$ cat config.mk
export PLATFORM = sky130hd
export DESIGN_NAME = histogram_reader
export DESIGN_NICKNAME = d
export VERILOG_FILES = /design/src/rtl/histogram_reader.sv
export SDC_FILE = /design/constraint.sdc
export NUM_CORES = 1
export LEC_CHECK = 0
export BUFFER_PORTS_ARGS = -buffer_cell sky130_fd_sc_hd__buf_4
export CAP_MARGIN = 30
export CORE_AREA = 8 8 180 224
export CTS_CLUSTER_DIAMETER = 200
export CTS_CLUSTER_SIZE = 14
export DETAILED_ROUTE_END_ITERATION = 8
export DIE_AREA = 0 0 188 232
export GPL_ROUTABILITY_DRIVEN = 0
export MAX_ROUTING_LAYER = met4
export PLACE_DENSITY = 0.6
export SYNTH_ARGS = -nofsm -noshare
export SYNTH_HDL_FRONTEND = slang
export SYNTH_SLANG_ARGS = --single-unit
export TNS_END_PERCENT = 20
$ cat constraint.sdc
create_clock -name clk_i -period 8.97 [get_ports clk_i]
set_clock_uncertainty 0.05 [all_clocks]
set_input_delay 0.897 -clock clk_i [delete_from_list [all_inputs] [get_ports clk_i]]
set_output_delay 0.897 -clock clk_i [all_outputs]
set_load 0.005 [all_outputs]
$ cat src/rtl/histogram_reader.sv
// histogram_reader: sweeps the histogram RAM after each hist_valid_i pulse, streams {bin, count, cdf}
// beats through a 2-entry buffer and publishes frame total/peak. Define HIST_CDF_EN to build the CDF.
module histogram_reader #(
  parameter int DATA_W = 32,
  parameter int ADDR_W = 8,
  parameter int BINS   = 256
) (
  input  logic              clk_i,
  input  logic              rst_i,
  input  logic              hist_valid_i,
  output logic              rd_en_o,
  output logic [ADDR_W-1:0] rd_addr_o,
  input  logic [DATA_W-1:0] rd_data_i,
  output logic              out_valid_o,
  input  logic              out_ready_i,
  output logic [ADDR_W-1:0] out_bin_o,
  output logic [DATA_W-1:0] out_count_o,
  output logic [DATA_W-1:0] out_cdf_o,
  output logic              out_last_o,
  output logic              busy_o,
  output logic              done_o,
  output logic              overrun_o,
  output logic [DATA_W-1:0] total_count_o,
  output logic [ADDR_W-1:0] peak_bin_o,
  output logic [DATA_W-1:0] peak_count_o
);
  localparam logic [1:0] S_IDLE  = 2'd0;
  localparam logic [1:0] S_READ  = 2'd1;
  localparam logic [1:0] S_DRAIN = 2'd2;
  localparam logic [ADDR_W-1:0] LAST_BIN = ADDR_W'(BINS - 1);
  localparam int ENT_W = 1 + ADDR_W + 2 * DATA_W;

  function automatic logic [DATA_W-1:0] sat_add(input logic [DATA_W-1:0] a,
                                                 input logic [DATA_W-1:0] b);
    logic [DATA_W:0] s;
    s = {1'b0, a} + {1'b0, b};
    if (s[DATA_W]) sat_add = {DATA_W{1'b1}};
    else           sat_add = s[DATA_W-1:0];
  endfunction

  logic [1:0]        state_q, state_d;
  logic [ADDR_W-1:0] addr_q, addr_d;
  logic              infl_q;
  logic [ADDR_W-1:0] infl_bin_q;
  logic [1:0]        cnt_q, cnt_d;
  logic [ENT_W-1:0]  head_q, skid_q, ent_s;
  logic              out_valid_q;
  logic [DATA_W-1:0] sum_q, pk_cnt_q, total_q, peak_cnt_q;
  logic [ADDR_W-1:0] pk_bin_q, peak_bin_q;
  logic              done_q, overrun_q;
  logic              start_s, pop_s, push_s, head_last_s, rd_en_s;
  logic [2:0]        occ_s;
  logic [DATA_W-1:0] sum_nx_s, ent_cdf_s;

  assign start_s     = (state_q == S_IDLE) && hist_valid_i;
  assign pop_s       = out_valid_q && out_ready_i;
  assign push_s      = infl_q;
  assign head_last_s = head_q[ENT_W-1];
  assign sum_nx_s    = sat_add(sum_q, rd_data_i);
  // The beat leaving this cycle frees its slot, so a free-flowing stream keeps one read per cycle.
  assign occ_s   = {1'b0, cnt_q} + {2'b00, infl_q} - {2'b00, pop_s};
  assign rd_en_s = (state_q == S_READ) && (occ_s < 3'd2);
  assign cnt_d   = cnt_q + {1'b0, push_s} - {1'b0, pop_s};
`ifdef HIST_CDF_EN
  assign ent_cdf_s = sum_nx_s;
`else
  assign ent_cdf_s = {DATA_W{1'b0}};
`endif
  assign ent_s = {(infl_bin_q == LAST_BIN), infl_bin_q, rd_data_i, ent_cdf_s};

  // Sweep FSM next state and read address.
  always_comb begin
    state_d = state_q;
    addr_d  = addr_q;
    case (state_q)
      S_IDLE: begin
        if (hist_valid_i) begin
          state_d = S_READ;
          addr_d  = {ADDR_W{1'b0}};
        end else begin
          state_d = S_IDLE;
        end
      end
      S_READ: begin
        if (rd_en_s) begin
          addr_d = addr_q + ADDR_W'(1);
          if (addr_q == LAST_BIN) state_d = S_DRAIN;
          else                    state_d = S_READ;
        end else begin
          state_d = S_READ;
        end
      end
      S_DRAIN: begin
        if (done_q) state_d = S_IDLE;
        else        state_d = S_DRAIN;
      end
      default: state_d = S_IDLE;
    endcase
  end

  // FSM, read pipeline tracking and event pulses.
  always_ff @(posedge clk_i or posedge rst_i) begin
    if (rst_i) begin
      state_q    <= S_IDLE;
      addr_q     <= {ADDR_W{1'b0}};
      infl_q     <= 1'b0;
      infl_bin_q <= {ADDR_W{1'b0}};
      done_q     <= 1'b0;
      overrun_q  <= 1'b0;
    end else begin
      state_q   <= state_d;
      addr_q    <= addr_d;
      infl_q    <= rd_en_s;
      if (rd_en_s) infl_bin_q <= addr_q;
      done_q    <= pop_s && head_last_s;
      overrun_q <= hist_valid_i && (state_q != S_IDLE);
    end
  end

  // Two-entry buffer; head_q is the registered output beat.
  always_ff @(posedge clk_i or posedge rst_i) begin
    if (rst_i) begin
      cnt_q       <= 2'd0;
      head_q      <= {ENT_W{1'b0}};
      skid_q      <= {ENT_W{1'b0}};
      out_valid_q <= 1'b0;
    end else begin
      cnt_q       <= cnt_d;
      out_valid_q <= (cnt_d != 2'd0);
      case ({push_s, pop_s})
        2'b01: head_q <= skid_q;
        2'b10: begin
          if (cnt_q == 2'd0) head_q <= ent_s;
          else               skid_q <= ent_s;
        end
        2'b11: begin
          if (cnt_q == 2'd1) begin
            head_q <= ent_s;
          end else begin
            head_q <= skid_q;
            skid_q <= ent_s;
          end
        end
        default: ;
      endcase
    end
  end

  // Frame statistics: accumulate as data lands, publish when the last beat leaves.
  always_ff @(posedge clk_i or posedge rst_i) begin
    if (rst_i) begin
      sum_q      <= {DATA_W{1'b0}};
      pk_cnt_q   <= {DATA_W{1'b0}};
      pk_bin_q   <= {ADDR_W{1'b0}};
      total_q    <= {DATA_W{1'b0}};
      peak_cnt_q <= {DATA_W{1'b0}};
      peak_bin_q <= {ADDR_W{1'b0}};
    end else begin
      if (start_s) begin
        sum_q    <= {DATA_W{1'b0}};
        pk_cnt_q <= {DATA_W{1'b0}};
        pk_bin_q <= {ADDR_W{1'b0}};
      end else if (push_s) begin
        sum_q <= sum_nx_s;
        if (rd_data_i > pk_cnt_q) begin
          pk_cnt_q <= rd_data_i;
          pk_bin_q <= infl_bin_q;
        end
      end
      if (pop_s && head_last_s) begin
        total_q    <= sum_q;
        peak_cnt_q <= pk_cnt_q;
        peak_bin_q <= pk_bin_q;
      end
    end
  end

  assign rd_en_o       = rd_en_s;
  assign rd_addr_o     = addr_q;
  assign out_valid_o   = out_valid_q;
  assign out_last_o    = head_q[ENT_W-1];
  assign out_bin_o     = head_q[ENT_W-2 -: ADDR_W];
  assign out_count_o   = head_q[2*DATA_W-1 -: DATA_W];
  assign out_cdf_o     = head_q[DATA_W-1:0];
  assign busy_o        = (state_q != S_IDLE);
  assign done_o        = done_q;
  assign overrun_o     = overrun_q;
  assign total_count_o = total_q;
  assign peak_bin_o    = peak_bin_q;
  assign peak_count_o  = peak_cnt_q;
endmodule
### Word level (Yosys, flattened, before mapping)

Index checks and enable logic that the tools add are counted.

* bits in registers: 314
* input port bits: 36
* output and inout bits: 158
* word-level logic and storage cells: 78

* add/subtract/negate cells: 6
* order comparisons: 2
* equality and inequality tests: 13
* mux-type cells: 23
* reductions and logical operators: 18

Operators by type and width (count)
* 2-to-1 mux 73 bit: 4
* one-hot mux 73 bit (3 select lines): 1
* 2-to-1 mux 32 bit: 6
* one-hot mux 73 bit (2 select lines): 1
* 2-to-1 mux 8 bit: 5
* adder 32 x 32 -> 33 bit: 1
* > comparator 32 bit: 1
* equality test 8 bit, second input constant: 2
* one-hot mux 8 bit (2 select lines): 1
* nonzero test 2 bit: 6
* inequality test 2 bit, second input constant: 5
* adder 8 x 1 -> 8 bit, second input constant: 1
* equality test 2 x 1 -> 1 bit, second input constant: 3
* equality test 2 bit, second input constant: 3
* 2-to-1 mux 2 bit: 3
* one-hot mux 2 bit (3 select lines): 1
* AND reduction 3 bit: 2
* logical AND 1 bit: 5
* zero test 2 bit: 2
* AND reduction 2 bit: 2
* adder 2 x 1 -> 3 bit: 1
* less-than comparator 3 x 2 -> 1 bit, second input constant: 1
* nonzero test 3 bit: 1
* subtractor 3 x 1 -> 3 bit: 1
* 3 further kinds: 3

### Longest topological paths before layout

Gate-level depths: netlist of run 1.

* depth in word-level cells: 6
* depth in mapped cells: 13

### Worst setup path after synthesis of run 1

OpenSTA, ideal clock, no wires.

* kind: input port to output port
* start: input out_ready_i
* end: output rd_en_o
* data arrival time: 2.923 ns
* path slack: 5.100 ns
* cell stages on the path: 8
* buffers on the path: 2
* cells stage by stage: and2_1 clkbuf_1 ha_1 inv_1 ha_1 fa_1 nor4b_2 clkbuf_1

* longest elaborated chain between the ends: 4

RTL lines
* start: declaration: RTL line 15 `input logic out_ready_i,`
* logical AND 1 bit: RTL line 56 `assign pop_s = out_valid_q && out_ready_i;`
* subtractor 3 x 1 -> 3 bit: RTL line 61 `assign occ_s = {1'b0, cnt_q} + {2'b00, infl_q} - {2'b00, pop_s};`
* less-than comparator 3 x 2 -> 1 bit: RTL line 62 `assign rd_en_s = (state_q == S_READ) && (occ_s < 3'd2);`
* logical AND 1 bit: RTL line 62
* end: declaration: RTL line 11 `output logic rd_en_o,`

Every way passes these cells.

### Final worst setup path of run 1

Same ends and word-level chain as after synthesis.

==> results of run 1 <==
cell usage after synthesis, drive strengths merged, types with 2 or more instances:
| master | n |
|---|---|
| o31ai | 2 |
| a221o | 2 |
| o21a | 5 |
| ha | 67 |
| a31o | 4 |
| nand3 | 45 |
| xor2 | 14 |
| a2111oi | 2 |
| fa | 2 |
| or2 | 2 |
| nor3 | 9 |
| dfrtp | 250 |
| o211ai | 4 |
| o31a | 2 |
| nand4 | 21 |
| mux2i | 42 |
| nor2 | 38 |
| nand2 | 94 |
| a211oi | 7 |
| xnor2 | 21 |
| nor2b | 7 |
| o21bai | 2 |
| a21o | 27 |
| clkbuf | 54 |
| inv | 49 |
| mux2 | 90 |
| a31oi | 7 |
| or3 | 2 |
| o21ai | 167 |
| buf | 47 |
| and2 | 3 |
| a311o | 2 |
| nand2b | 6 |
| a21oi | 103 |
kinds of logic (layout without fill, tap and decap cells):
group | Yosys count | after routing | share of synthesized area (%)
AO/OA/AOI/OAI | 344 | 344 | 15.8
flip-flops | 250 | 250 | 49.4
AND/OR/NAND/NOR | 231 | 231 | 8.41
buffers and inverters | 151 | 252 | 5.75
multiplexers | 132 | 132 | 11.3
adder cells (fa/ha/maj) | 69 | 69 | 6.93
XOR/XNOR | 35 | 35 | 2.42
other | 1 | 32 | 0.0296
state kept, by name (all words and copies together) (netlist names):
register	flops
infl_q	1
peak_bin_o	8
pk_bin_q	8
sum_q	32
overrun_o	1
state_q	2
total_count_o	32
infl_bin_q	8
rd_addr_o	8
pk_cnt_q	32
head_q	41
skid_q	41
cnt_q	2
out_valid_o	1
done_o	1
peak_count_o	32
stage by stage:
step,hold WS [ns],util (%)
2_1_floorplan,0.400,-
3_3_place_gp,0.413,38.6
3_5_place_dp,0.421,38.7
4_1_cts,0.435,40.2
5_1_grt,0.456,40.2
6_report,0.428,40.2
path summary, 6_finish.rpt:
check / start / to / slack (ns) / depth (start not counted)
max: out_ready_i / rd_en_o / 5.13 / 9
min: peak_count_o[7] / peak_count_o[7] / 0.43 / 2
max reg2reg: sum_q[0] / sum_q[3] / 5.56 / 11
min reg2reg: peak_count_o[7] / peak_count_o[7] / 0.43 / 2
max in group asynchronous: rst_i / head_q[47] / 7.06 / 3
min in group asynchronous: rst_i / head_q[68] / 0.48 / 2
per-layer routing:
| metal | vias up | part of all wire, % | wire, um | track usage (%) |
|---|---|---|---|---|
| met5 | - | 0 | 0 | - |
| met4 | 0 | 3.4 | 1150 | 6.11 |
| met3 | 55 | 4.5 | 1540 | 2.39 |
| met2 | 211 | 50 | 17200 | 26.8 |
| met1 | 4495 | 42 | 14300 | 19.0 |
| li1 | 4465 | - | - | - |
cell type report:
type	count	area share (%)
Clock buffer	22	3.63
Clock inverter	1	0.0590
Inverter	50	1.32
Multi-Input combinational cell	843	39.3
Sequential cell	250	42.2
Tap cell	486	4.10
Timing Repair Buffer	179	9.38
power by group through the flow:
stage	clock (mW)	combinational, mW	sequential (mW)
global route	0.901	2.03	1.74
CTS	0.864	1.83	1.70
floorplan	0	1.32	1.66
global placement	0	1.77	1.71
finish	0.830	1.80	1.70
detailed placement	0	1.82	1.72
worst register-to-register path: stages (launching register included):
cell      delay (ns)
dfrtp_1         0.41
ha_1            0.22
fa_1            0.42
a211oi_1        0.36
o211ai_2        0.14
a31o_2          0.27
o21ai_2         0.14
a31o_2          0.24
o31ai_2         0.09
o22ai_2         0.46
buf_4           0.37
a21oi_1         0.11
==> impl_metrics.toml, run 1 <==
[grt]
overflow = 0
grt_pass1_vias = 9479
grt_pass1_wl_um = 54100
antenna_found_initial = 0
gr-usage-all-layers_pct = 15.9
grt_max_degree = 122

[power]
ir_drop_v = 0.000130
p_per_area_mw_per_mm2 = 292
finalPower_mw = 4.33
clkPwrFrac_pct = 19.2
pwr-share-seq_pct = 39.2
internal_power_mw = 2.74
p_comb_share_pct = 41.6
switching_power_mw = 1.59
p_leak_nw = 7.10
switching_share_pct = 36.7

[worst_setup_path]
cp_slowest_cell = "fa_1"
cp.buffers_inverters = 4
setup.worst_path.end_class = "output port"
worstPathCellList = "buf_4 -> and2_1 -> ha_1 -> inv_1 -> ha_1 -> fa_1 -> nor4b_2 -> buf_4 -> buf_4"
crit_top_cell = "buf_4"
crit_required_ns = 8.02
critPathLaunchType = "input pin"
path_class = "in2out"
crit_path_max_fanout = 15
max_stage_delay_ns = 0.49
critPathArrivalTime_ns = 2.89
critical-path-top-delay-family = "adder cells"

[yosys]
synth_top_area_share_pct = 49.4
ys_types = 64
synth_edf_count = 0
synth_warnings = 0
synthFlopType = "dfrtp_1"
synthCells = 1213
synth-seq-cells = 250
seq_area_frac_synth_pct = 49.4
async_reset_ff_share_pct = 100
yosysTopAreaCell = "dfrtp_1"
syn_area_per_cell_sq_um = 10.5
synthTopCellsByArea = "dfrtp_1 (49%), mux2_2 (7.9%), ha_1 (6.6%)"
synth_area_sq_mm = 0.0127

[finish]
fillerInstances = 3619
final_common_cell = "dfrtp_1"
seqCellArea_sq_mm = 0.00626
layout-drive-gt1-share_pct = 23.2
fin_cells = 1831
syn_to_final_growth_pct = 17.0
multi_input_area_sq_mm = 0.00584
design_area_sq_mm = 0.0148
antenna_cells = 0
final_cell_mix = "dfrtp_1 (250), buf_4 (176), o21ai_0 (163), a21oi_1 (102), nand2_1 (92)"
nets = 1450

[timing]
period_minus_slack_ns = 3.84
tightestPinTransition_ns = 0.843
relSlewSlack_pct = 43.8
period_share_pct = 42.8
finalHoldViolCount = 0
layout_setup_ws_ns = 5.13
final_max_slew_viol_count = 0
rsz0062_at_grt = "no"
tns_ns = 0
setup_viol_count_final = 0
max_freq_mhz = 260

[floorplanning]
initial_core_util_pct = 34.4
die-area_sq_mm = 0.0436
die_h_um = 232
die_w_um = 188
row_count = 79
io_pins = 194
core_area_sq_mm = 0.0369

[place]
placed_area_sq_mm = 0.0143
place_ws_ns = 4.94
dp_hpwl_um = 24400
dpl.cell_count = 1807
port_buffers = 161

[outcome]
outcome = "finished, final reports clean"

[cts]
cts_buffers = 21
ctsResizeCount = 0
cts_root_buf = "clkbuf_16"
cts_tree = "done"
clock_sinks = 250
clk_path_buf_depth = 3
insertion_delay_ns = 0.52
cts_hold_buf = 0
htree_levels = 1
clkTransAtPathRegs_ns = 0.06
cts_setup_buffers = 0

[routing]
vias = 9226
postRouteAntennaNets = 0
dr.pass1.iters = 7
wl_um = 34100
vias_per_cell = 5.04
drc = 0
drt_iter0_markers = 481
wl_per_cell_um = 18.6

[min_path]
min_path_type = "reg2reg"

[job]
drv_cap = 0
(Power assumes the default switching activity.)
==> run 2, diff against run 1 <==
--- a/config.mk
+++ b/config.mk
@@ -14,7 +14,7 @@
 export DIE_AREA = 0 0 188 232
 export GPL_ROUTABILITY_DRIVEN = 0
 export MAX_ROUTING_LAYER = met4
-export PLACE_DENSITY = 0.6
+export PLACE_DENSITY = 0.62
 export SYNTH_ARGS = -nofsm -noshare
 export SYNTH_HDL_FRONTEND = slang
 export SYNTH_SLANG_ARGS = --single-unit
==> constraint.sdc (replaced) <==
create_clock -name clk_i -period 3.4 [get_ports clk_i]
set_clock_uncertainty 0.05 [all_clocks]
set_input_delay 0.34 -clock clk_i [delete_from_list [all_inputs] [get_ports clk_i]]
set_output_delay 0.34 -clock clk_i [all_outputs]
set_load 0.005 [all_outputs]
==> run 2 against run 1 <==
- die area did not move
- combinational power rose to 2.7 times the previous value
- utilization grew 0.26 points
- non-clock buffer count rose by 8
- count of clock-buffer cells in the layout unchanged
- routed wire length is 0.34% higher
- largest cell class unchanged
==> impl_metrics.toml, run 2 (synthesis results as in run 1) <==
[routing]
drt_iter0_markers = 493
postRouteAntennaNets = 0
dr_wl_met3_um = 1460
vias_per_cell = 5.10
vias = 9381
dr_wl_met2_um = 17300
top_layer_used = "met4"
wl_per_cell_um = 18.6
wl_um = 34300
drc = 0
met1_length_um = 14700
dr.pass1.iters = 5

[finish]
final_common_cell = "dfrtp_1"
fin_cells = 1839
utilization_pct = 40.5
syn_to_final_growth_pct = 17.8
layout-drive-gt1-share_pct = 23.5
nets = 1458
design_area_sq_mm = 0.0149
antenna_cells = 0
final_cell_mix = "dfrtp_1 (250), buf_4 (178), o21ai_0 (163), a21oi_1 (102), nand2_1 (92)"
reg_top3 = "head_q x41, skid_q x41"

[power]
p_comb_share_pct = 42.5
clkPwrFrac_pct = 18.9
p_per_area_mw_per_mm2 = 776
ir_drop_v = 0.000406
switching_power_mw = 4.27
pwr-share-seq_pct = 38.6
internal_power_mw = 7.32
finalPower_mw = 11.6
switching_share_pct = 36.8
p_leak_nw = 7.15

[worst_setup_path]
path_class = "reg2out"
critical-path-top-delay-family = "adder cells"
crit_required_ns = 3.01
worstPathCellList = "and2_1 -> ha_1 -> inv_1 -> ha_1 -> fa_1 -> xnor2_1 -> nor4b_4 -> buf_6 -> buf_4"
setup.worst_path.end_class = "output port"
critPathLaunchType = "flop"
crit_top_cell = "ha_1"
max_stage_delay_ns = 0.37
crit_path_max_fanout = 5
cp.buffers_inverters = 3
cp_slowest_cell = "dfrtp_1"
critPathArrivalTime_ns = 2.83

[cts]
insertion_delay_ns = 0.52
clkTransAtPathRegs_ns = 0.07
cts_root_buf = "clkbuf_16"
cts_buffers = 21
clk_path_buf_depth = 3
cts_tree = "done"
clock_sinks = 250
htree_levels = 1

[timing]
setup_viol_count_final = 0
tightestPinTransition_ns = 0.783
finalHoldViolCount = 0
period_minus_slack_ns = 3.22
period_share_pct = 94.8
final_max_slew_viol_count = 0
hold_ws_ns = 0.0796
relSlewSlack_pct = 47.8
max_freq_mhz = 310
rsz0062_at_grt = "no"

[floorplanning]
row_count = 79
core_area_sq_mm = 0.0369
initial_core_util_pct = 34.4
die_w_um = 188
die_h_um = 232
die-area_sq_mm = 0.0436
io_pins = 194

[grt]
grt_max_degree = 114
overflow = 0
grt_pass1_vias = 9378
gr-usage-all-layers_pct = 15.9
grt_pass1_wl_um = 54200
antenna_found_initial = 0

[place]
dp_hpwl_um = 24500
port_buffers = 161
dpl.cell_count = 1811
placed_area_sq_mm = 0.0143

[job]
drv_cap = 0

[outcome]
outcome = "finished, final reports clean"

[min_path]
min_path_type = "in2reg"
run 2: through the flow:
| stage | TNS (ns) | worst slack, ns |
|---|---|---|
| 6_report | 0 | 0.178 |
| 5_1_grt | 0 | 0.00897 |
| 4_1_cts | 0 | 0.0269 |
| 3_5_place_dp | 0 | 0.311 |
| 3_3_place_gp | 0 | 0.370 |
| 2_1_floorplan | -69.42 | -0.278 |
run 2: worst paths after layout:
| kind | startpoint | to | slack, ns | cells past startpoint |
|---|---|---|---|---|
| setup / recovery | out_valid_o | rd_en_o | 0.18 | 9 |
| hold / removal | rd_data_i[8] | skid_q[40] | 0.08 | 2 |
| setup reg to reg | sum_q[0] | sum_q[18] | 0.37 | 11 |
| hold reg to reg | head_q[34] | head_q[34] | 0.43 | 2 |
| max in group asynchronous | rst_i | head_q[47] | 2.05 | 4 |
| min in group asynchronous | rst_i | peak_bin_o[2] | 0.32 | 3 |
run 2: final cells by class:
class	count	area (sq um)
clock buffer	22	539
clock inverter	1	8.76
fill	3581	21900
inverter	50	191
multi-input combinational	843	5850
sequential	250	6260
tap	486	608
timing repair buffer	187	1480
run 2: worst register-to-register path, delay by kind of cell (launching register included):
| kind | cells | cell delay (ns) |
|---|---|---|
| fa+ha+maj | 2 | 0.65 |
| compound gates | 8 | 1.49 |
| flops | 1 | 0.40 |
| buf+inv | 1 | 0.30 |
run 2: power groups by stage:
stage	registers, mW	clock network (mW)	logic (mW)
floorplan	4.37	0	3.49
global placement	4.49	0	4.73
detailed placement	4.53	0	4.85
CTS	4.48	2.28	4.90
global route	4.59	2.36	5.54
finish	4.47	2.19	4.93
run 2: what timing repair did:
| action | in CTS | in global routing |
|---|---|---|
| gates resized for setup | 1 | 1 |
| hold buffers | 2 | 0 |
| pin swaps | 0 | 1 |
| hold endpoints to repair | 12 | 0 |
| setup endpoints to repair | 1 | 1 |
| buffers inserted | 0 | 3 |
run 2: layer usage:
| layer | vias to the layer above | track usage, % |
|---|---|---|
| li1 | 4488 | - |
| met3 | 48 | 2.25 |
| met2 | 230 | 27.0 |
| met1 | 4615 | 19.4 |
| met4 | 0 | 4.71 |
| met5 | - | - |
==> run 3, diff against run 2 <==
--- a/config.mk
+++ b/config.mk
@@ -5,13 +5,14 @@
 export SDC_FILE = /design/constraint.sdc
 export NUM_CORES = 1
 export LEC_CHECK = 0
+export ABC_AREA = 1
 export BUFFER_PORTS_ARGS = -buffer_cell sky130_fd_sc_hd__buf_4
 export CAP_MARGIN = 30
-export CORE_AREA = 8 8 180 224
+export CORE_AREA = 8 8 187 233
 export CTS_CLUSTER_DIAMETER = 200
 export CTS_CLUSTER_SIZE = 14
 export DETAILED_ROUTE_END_ITERATION = 8
-export DIE_AREA = 0 0 188 232
+export DIE_AREA = 0 0 195 241
 export GPL_ROUTABILITY_DRIVEN = 0
 export MAX_ROUTING_LAYER = met4
 export PLACE_DENSITY = 0.62
==> run 3 against run 2 <==
- die area grew 7.7%
- sequential power grew 16%
- setup slack improved by 0.13 ns
- routed wire length increased by 24%
- critical path depth increased by 1
- worst hold slack worse by 0.016 ns
- sequential cell count unchanged
- register-to-register slack better by 0.29 ns
- cell area increased by 7.4%
- total power grew 25%
- sequential share of layout area down 2.9 points
- synthesized cell count increased by 43%
- critical path type unchanged
- largest cell class unchanged
==> impl_metrics.toml, run 3 <==
[outcome]
outcome = "finished, final reports clean"

[finish]
reg_top3 = "head_q x41, skid_q x41"
final_common_cell = "nand2_1"
final_cell_mix = "nand2_1 (550), dfrtp_1 (250), inv_1 (210), buf_4 (183), nand3_1 (135)"
antenna_cells = 0
syn_to_final_growth_pct = 16.9
utilization_pct = 40.3
layout-drive-gt1-share_pct = 13.5
nets = 1989

[worst_setup_path]
setup.worst_path.end_class = "output port"
cp_slowest_cell = "fa_1"
max_stage_delay_ns = 0.48
path_class = "reg2out"
worstPathCellList = "nand2_1 -> inv_2 -> ha_1 -> inv_1 -> ha_1 -> fa_1 -> nor2_1 -> nand2_1 -> inv_1 -> buf_4"
critPathArrivalTime_ns = 2.70
crit_required_ns = 3.01
crit_path_max_fanout = 4
critPathLaunchType = "flop"

[min_path]
min_path_type = "in2reg"

[timing]
period_share_pct = 90.9
final_max_slew_viol_count = 0
finalHoldViolCount = 0
relSlewSlack_pct = 43.3
setup_viol_count_final = 0
rsz0062_at_grt = "no"
max_freq_mhz = 323
tightestPinTransition_ns = 0.850
period_minus_slack_ns = 3.09
hold_ws_ns = 0.0632

[yosys]
async_reset_ff_share_pct = 100
synth-seq-cells = 250
yosysTopAreaCell = "dfrtp_1"
synth_warnings = 0
synthFlopType = "dfrtp_1"
seq_area_frac_synth_pct = 45.6
synthTopCellsByCount = "nand2_1 (551), dfrtp_1 (250), inv_1 (212), nand3_1 (135), nor2_1 (88)"
synthCells = 1739
synth_top_area_share_pct = 45.6
syn_area_per_cell_sq_um = 7.89
ys_types = 41
synth.most_common_cell = "nand2_1"
synthTopCellsByArea = "dfrtp_1 (46%), nand2_1 (15%), ha_1 (6.1%)"
synth_area_sq_mm = 0.0137
synth_edf_count = 0

[power]
ir_drop_v = 0.000334
finalPower_mw = 14.4
p_per_area_mw_per_mm2 = 901
p_leak_nw = 8.43

[cts]
cts_tree = "done"
ctsResizeCount = 0
clk_path_buf_depth = 3
htree_levels = 1
cts_buffers = 21
clock_sinks = 250
cts_setup_buffers = 0
cts_root_buf = "clkbuf_16"
insertion_delay_ns = 0.53
clkTransAtPathRegs_ns = 0.07

[routing]
dr.pass1.iters = 5
wl_per_cell_um = 17.8
drc = 0
drt_iter0_markers = 723
vias_per_cell = 5.00
vias = 12000
postRouteAntennaNets = 0
wl_um = 42500

[grt]
overflow = 0
antenna_found_initial = 0
grt_pass1_wl_um = 67300
grt_pass1_vias = 12100
gr-usage-all-layers_pct = 18.4
grt_max_degree = 83

[floorplanning]
core_area_sq_mm = 0.0398
initial_core_util_pct = 34.5
io_pins = 194
die_w_um = 195
row_count = 82
die-area_sq_mm = 0.0470
die_h_um = 241

[place]
dp_hpwl_um = 31800
port_buffers = 161

[job]
drv_cap = 0
==> run 3: logic make-up after synthesis <==
group           count (synthesis)  share of synthesized area, %
fa+ha+maj                      69                          6.40
flops                         250                          45.6
xor+xnor                       16                          1.02
compound gates                188                          7.61
other cells                     1                        0.0273
buf+inv                       318                          9.94
mux                            36                          2.95
simple gates                  861                          26.5
==> run 3: path summary, 6_finish.rpt <==
check / cells past startpoint / slack (ns) / endpoint / start
min: 2 / 0.06 / skid_q[42] / rd_data_i[10]
max reg2reg: 12 / 0.66 / sum_q[6] / sum_q[0]
min reg2reg: 1 / 0.42 / state_q[1] / done_o
min in group asynchronous: 3 / 0.27 / peak_count_o[18] / rst_i
max: 10 / 0.31 / rd_en_o / out_valid_o
max in group asynchronous: 5 / 2.21 / peak_count_o[7] / rst_i
==> run 3: final cells by class <==
class	instances	area, sq um
Timing Repair Buffer	193	1550
Fill cell	4020	23800
Tap cell	504	631
Multi-Input combinational cell	1202	6230
Clock inverter	1	8.76
Inverter	216	816
Clock buffer	22	539
Sequential cell	250	6260
==> run 3: worst max-delay path: cells and delay by family (launching register included) <==
family,cells,cell delay [ns]
adders and majority gates,3,0.94
buffers and inverters,4,0.40
DFF,1,0.38
and+or+nand+nor,3,0.45
==> run 3: metal layers <==
layer	part of all wire (%)	up-vias	track usage, %	wire length (um)
met3	4.2	61	1.87	1810
li1	-	5808	-	-
met5	0	-	-	0
met2	51	298	32.3	21800
met4	2.4	0	5.57	1030
met1	42	5784	22.2	17900
==> run 3: repair_timing <==
action | CTS | global route
hold buffers | 2 | 0
endpoints found under the setup margin | 0 | 0
endpoints found under the hold margin | 114 | 0
==> run 3: report_power, final <==
group	switching (mW)	total [mW]	internal (mW)
sequential	0.921	5.20	4.28
clock	1.09	2.21	1.12
combinational	4.19	7.04	2.85
total	6.20	14.4	8.25
==> run 3: per-stage QoR <==
stage	cells	setup TNS, ns	cell area [sq um]	worst slack, ns
4_1_cts	2388	0	16000	0.278
6_report	2388	0	16000	0.308
3_5_place_dp	2363	0	15500	0.594
3_3_place_gp	2362	0	15400	0.702
5_1_grt	2388	0	16000	0.127
2_1_floorplan	1770	-69.42	13800	-0.278
